$ cat src/rtl/instr_feed_fifo.sv
// Instruction feeder FIFO: buffers host words and presents the oldest
// one to the processor, advancing on each control-circuit Done pulse.
module instr_feed_fifo #(
  parameter int DATA_WIDTH = 16,
  parameter int DEPTH = 4,
  parameter logic [DATA_WIDTH-1:0] NOP_WORD = '0,
  localparam int AW = (DEPTH > 1) ? $clog2(DEPTH) : 1,
  localparam int CW = AW + 1
) (
  input  logic                  clk,
  input  logic                  reset,
  input  logic [DATA_WIDTH-1:0] in_data,
  input  logic                  in_valid,
  output logic                  in_ready,
  output logic [DATA_WIDTH-1:0] instr_out,
  output logic                  instr_valid,
  input  logic                  cpu_done,
  output logic [CW-1:0]         count,
  output logic [7:0]            issue_count,
  output logic                  underflow_err
);

  localparam logic [CW-1:0] FULL = CW'(DEPTH);

  logic [DATA_WIDTH-1:0] mem [DEPTH];
  logic [AW-1:0]         rd_ptr;
  logic [AW-1:0]         wr_ptr;
  logic                  empty;
  logic                  push;
  logic                  pop;

  assign empty = (count == '0);

  // Ready comes from registered state only; no pass-through when full.
  assign in_ready = (count != FULL);
  assign push     = in_valid & in_ready;
  assign pop      = cpu_done & ~empty;

  assign instr_valid = ~empty;
  assign instr_out   = empty ? NOP_WORD : mem[rd_ptr];

  always_ff @(posedge clk) begin
    if (push) begin
      mem[wr_ptr] <= in_data;
    end
  end

  always_ff @(posedge clk) begin
    if (reset) begin
      rd_ptr        <= '0;
      wr_ptr        <= '0;
      count         <= '0;
      issue_count   <= '0;
      underflow_err <= 1'b0;
    end else begin
      if (push) begin
        wr_ptr <= wr_ptr + 1'b1;
      end
      if (pop) begin
        rd_ptr      <= rd_ptr + 1'b1;
        issue_count <= issue_count + 8'd1;
      end
      unique case ({push, pop})
        2'b10:   count <= count + 1'b1;
        2'b01:   count <= count - 1'b1;
        default: count <= count;
      endcase
      // Done with nothing buffered means the processor ran ahead.
      if (cpu_done && empty) begin
        underflow_err <= 1'b1;
      end
    end
  end

endmodule
$ cat config.mk
export PLATFORM = sky130hd
export DESIGN_NAME = instr_feed_fifo
export DESIGN_NICKNAME = d
export VERILOG_FILES = /design/src/rtl/instr_feed_fifo.sv
export SDC_FILE = /design/constraint.sdc
export NUM_CORES = 1
export LEC_CHECK = 0
export BUFFER_PORTS_ARGS = -buffer_cell sky130_fd_sc_hd__buf_2
export CAP_MARGIN = 25
export CORE_UTILIZATION = 35
export DETAILED_ROUTE_END_ITERATION = 6
export PLACE_DENSITY_LB_ADDON = 0.05
export SETUP_SLACK_MARGIN = 0.05
export SYNTH_ARGS = -nofsm -noshare
export SYNTH_HDL_FRONTEND = slang
export SYNTH_SLANG_ARGS = --single-unit
$ cat constraint.sdc
create_clock -name clk -period 3.1 [get_ports clk]
set_input_delay 0.62 -clock clk [delete_from_list [all_inputs] [get_ports clk]]
set_output_delay 0.62 -clock clk [all_outputs]
set_load 0.01 [all_outputs]
* Word level (Yosys, flattened, before mapping)
Memories as Yosys holds them, arrays and structs flattened. A register that Yosys moved wholly into a read port is not among the register bits.
Cells that the tools add are included.
W data, S select, Z words.
** Operators by class
- Add/subtract/negate cells :: 5
- Multipliers :: 0
- Div/mod/pow operators :: 0
- Order comparisons :: 0
- Equality and inequality tests :: 3
- Shift-type cells :: 0
- Multiplexer cells :: 6
- Bitwise logic cells :: 3
- Reductions and logical operators :: 3
** Operators by type and width (number)
- $mux W16 :: 1
- $add A8 B1 Y8 const B :: 1
- $pmux W3 S2 :: 1
- $add A2 B1 Y2 const B :: 2
- $mux W2 :: 2
- $add A3 B1 Y3 const B :: 1
- $logic_not A3 Y1 :: 1
- $ne A3 B3 Y1 const B :: 1
- $sub A3 B1 Y3 const B :: 1
- $and A1 B1 Y1 :: 2
- $eq A2 B1 Y1 const B :: 1
- $eq A2 B2 Y1 const B :: 1
- $mux W1 :: 2
- $reduce_bool A2 Y1 :: 1
- $logic_and A1 B1 Y1 :: 1
- $not A1 Y1 :: 1
** Word-level totals
- Register bits after elaboration :: 16
- Bits in latches :: 0
- Bits in writable memories :: 64
- ROM bits :: 0
- Input port bits :: 20
- Output and inout port bits :: 30
- Logic and storage cells :: 26
- Memories :: 1
** Memory list
- mem :: depth 4, width 16, rd ports 1, clocked after memory_dff 1, write ports 1, RTL line 25 : logic [DATA_WIDTH-1:0] mem [DEPTH];

* Longest topological paths before layout
- Word-level depth :: 5
- Mapped depth :: 9

* Worst setup path before layout
Ideal clock, no wire load.
- Path kind :: register to register
- From :: reg count[2]
- To :: reg count[2]
- Library setup time :: 0.070 ns
- Arrival time :: 2.191 ns
- Required time :: 3.030 ns
- Setup slack :: 0.839 ns
- Cell stages (with the launch flop) :: 10
- Clock period less this slack :: 2.261 ns
- Cells stage by stage :: dfxtp_1 > or3b_1 > buf_6 > nand2_1 > ha_1 > inv_1 > fa_1 > xor2_1 > or3_1 > a21oi_1
** Between the ends
- Elaborated cells on any way between the ends :: 11
- Those cells by class :: 2 x add/sub; 3 x eq/ne; 1 x mux; 3 x bitwise; 2 x reduce/logical
** RTL lines
- start, declared :: RTL line 18 : output logic [CW-1:0] count,
- start signal, assigned :: RTL line 64 : 2'b10: count <= count + 1'b1;
- start signal, assigned :: RTL line 65 : 2'b01: count <= count - 1'b1;
- start signal, assigned :: RTL line 66 : default: count <= count;
- $ne A3 B3 Y1 (*) :: RTL line 35 : assign in_ready = (count != FULL);
- named net in_ready :: RTL line 14 : output logic in_ready,
- $and A1 B1 Y1 (*) :: RTL line 36 : assign push = in_valid & in_ready;
- $eq A2 B1 Y1 / $eq A2 B2 Y1 (equally long branches) :: RTL line 63 : unique case ({push, pop})
- $pmux W3 S2 / $reduce_bool A2 Y1 (equally long branches)
Mark *: on every way through the listed nets, which the timed path passes. The rest lies on a longest branch.
A chain may end at the register's enable or synchronous reset.

* Worst setup path in the final report
- From :: reg count[2]
- To :: out instr_out[6]
** Between the ends
- Word-level cells in the longest chain between the ends :: 2
** Ends and longest elaborated chain
- $logic_not A3 Y1 :: RTL line 32 : assign empty = (count == '0);
- $mux W16 :: RTL line 40 : assign instr_out = empty ? NOP_WORD : mem[rd_ptr];
- end, declared :: RTL line 15 : output logic [DATA_WIDTH-1:0] instr_out,
Every way passes these cells.

==> flow_summary_export.csv <==
group,metric,value,unit
clocking,post_cts_buffers,0,
place,globalplace.congestion,0.656,
final_layout,diodes,0,
yosys,yosys_most_used_dff,"edfxtp_1",
yosys,yosysTopAreaCell,"edfxtp_1",
final_layout,area_delta_synth_final,18.5,%
yosys,synth_edf_count,64,
run,drv_cap,0,
final_layout,final_nets,282,
routing,drt_pass1_iterations,4,
setup_path,crit_path_start_kind,"register",
setup_path,cpMaxStageDelayCell,"nor3_2",
yosys,syn_area,3310,µm²
floorplan,fp.dieH,99.2,µm
grt,grt_pass1_vias,1716,
grt,grt_max_degree,19,
setup_path,cp_data_arrival_time,1.80,ns
yosys,synth-seq-cells,82,
sta,fin_worst_skew,0.0105,ns
floorplan,start_util,35.9,%
power,p_leak,0.00145,µW
final_layout,utilization,42.6,%
yosys,seq_area_frac_synth,69.0,%
yosys,netlist_top_cells_area,"edfxtp_1 (58%), dfxtp_1 (11%), mux4_2 (11%), ha_1 (2.3%), nor2b_1 (2.3%)",
floorplan,num_rows,35,
clocking,numCtsBuffers,9,
sta,relSlewSlack,37.7,%
sta,worstMarginPinSlew,0.929,ns
routing,drc,0,
routing,ant_nets,0,
yosys,async_reset_ff_share,0,%
yosys,synth_top_cells_by_count,"edfxtp_1 (64), dfxtp_1 (18), mux4_2 (16)",
sta,finalHoldViolCount,0,
yosys,synth_nets,224,
setup_path,setup.worst_path.end_class,"output pin",
yosys,yosysWarnings,0,
final_layout,fin_cells,371,
floorplan,io_pins,50,
sta,setup_viol,0,
routing,drt_first_iter_violations,92,
floorplan,die_width,99.2,µm
final_layout,layout-drive-gt1-share,35.4,%
yosys,syn_inst,197,
power,seq_power_share,43.4,%
grt,grt_pass1_wl,9180,µm
grt,grt_antenna_before_repair,0,
sta,fin_ws,0.677,ns
place,pre_cts_slack,0.734,ns
power,switchingPower,944,µW
sta,fin_crit_sh,78.2,%
yosys,synth_most_common_cell,"edfxtp_1",
place,dp_hpwl,3760,µm
clocking,cts_tree,"yes",
power,max-vdd-ir-drop,377,µV
worst_hold_path,hold_class,"reg2reg",
power,power,3190,µW
setup_path,slowest_delay,0.54,ns
sta,post-route-min-period,2.42,ns
clocking,h-tree-depth,3,
final_layout,fillers,846,
clocking,cts_hold_buf,0,
power,powerDensity,814,nW/µm²
floorplan,placeableCoreArea,9200,µm²
yosys,yosysTopAreaCellShare,58.1,%
clocking,cts-resized-gates,0,
clocking,clk_path_buf_depth,2,
clocking,worstSkewPairLatency,0.34,ns
place,dp_cells,355,
yosys,post_synth_num_cell_types,32,
grt,grt_util_all_layers,12.9,%
sta,rsz0062_at_grt,"false",
sta,tns,0,ns
routing,routed_wl,5950,µm
power,p_comb_share,30.0,%
place,io_buffers,49,
grt,grt_overflow,0,
setup_path,crit_fanout,12,
clocking,root_buffer,"clkbuf_8",
floorplan,dieArea,9840,µm²
power,internal_power,2240,µW
sta,max_freq,0.413,GHz
setup_path,crit_chain,"nor3_2, buf_4, nor2b_1, buf_2",
power,switching_share,29.6,%
power,clkPwrFrac,26.6,%
sta,slew_viol_final,0,
yosys,synth.avg_cell_area,16.8,µm²
run_status,outcome,"finished clean",
clocking,clock-sinks,82,
routing,wl_per_cell,16.0,µm
setup_path,critPathRequiredTime,2.48,ns
routing,viasPerCell,4.84,
setup_path,crit_type,"reg2out",
routing,vias,1795,
clocking,cts.clk_slew.worst_paths,0.09,ns
## metrics by stage
step                hold WS, ns  area (µm²)
finish                    0.466        3920
global placement          0.465        3680
floorplan                 0.485        3310
global route              0.477        3920
detailed placement        0.450        3680
CTS                       0.471        3920
## sequential cells by signal, indices dropped and copies added, names as in the netlist, named ones only
signal,count
wr_ptr,2
issue_count,8
mem,64
underflow_err,1
rd_ptr,2
count,3
## layer usage
layer / vias to the layer above / GRT usage, % / part of all wire, %
met2: 36 / 20.1 / 47
met1: 882 / 16.8 / 48
met4: 0 / 6.79 / 2.0
met3: 11 / 3.09 / 3.7
met5: - / 0 / 0
li1: 866 / - / -
## critical path: cells and delay by family (launching register included)
kind | cells | cell delay, ns
buffers and inverters | 2 | 0.45
DFF | 1 | 0.39
and+or+nand+nor | 2 | 0.61
## placed cells by master (no fill, tap or decap), types with 2 or more instances in the layout
cell type | Yosys | routed
a21o_1 | 2 | 2
a21oi_1 | 8 | 8
and2b_1 | 5 | 5
and3_1 | 4 | 4
buf_2 | 2 | 49
buf_4 | 2 | 8
clkbuf_16 | 0 | 3
clkbuf_8 | 0 | 11
dfxtp_1 | 18 | 18
edfxtp_1 | 64 | 64
ha_1 | 6 | 6
inv_1 | 7 | 7
mux4_2 | 16 | 16
nand2_1 | 3 | 3
nand3_1 | 5 | 5
nor2_1 | 11 | 11
nor2b_1 | 12 | 12
o21ai_0 | 3 | 3
o311ai_0 | 2 | 2
o31ai_1 | 2 | 2
or3_1 | 3 | 3
or4_1 | 2 | 2
xor2_1 | 6 | 6
## area by class of cell
class	count	area, µm²	area share (%)
Clock buffer	15	230	5.88
Multi-Input combinational cell	98	927	23.7
Tap cell	111	139	3.55
Timing Repair Buffer	57	305	7.79
Inverter	7	26.3	0.671
Clock inverter	1	7.51	0.192
Sequential cell	82	2280	58.3
## power groups by stage
stage	clock [µW]	combinational, µW	sequential (µW)
after CTS	874	991	1380
after global placement	0	990	1410
after global routing	911	1060	1400
after floorplan	0	658	1400
after detailed placement	0	988	1410
final	849	956	1380
## kinds of logic (layout without fill, tap and decap cells)
family                   Yosys count  after routing  share of synthesized area (%)
flip-flops                        82             82                           69.0
XOR/XNOR                           6              6                           1.59
adder cells (fa/ha/maj)            7              7                           2.88
AO/OA/AOI/OAI                     19             19                           3.75
AND/OR/NAND/NOR                   48             48                           8.29
buffers and inverters             17             80                           2.91
multiplexers                      18             18                           11.5
## worst paths after layout
check                       end  depth (start not counted)     startpoint  slack (ns)
setup / recovery   instr_out[6]                          4       count[2]        0.68
hold / removal    underflow_err                          2  underflow_err        0.47
setup reg to reg       count[2]                          8       count[2]        0.73
hold reg to reg   underflow_err                          2  underflow_err        0.47
(Power assumes the default switching activity.)
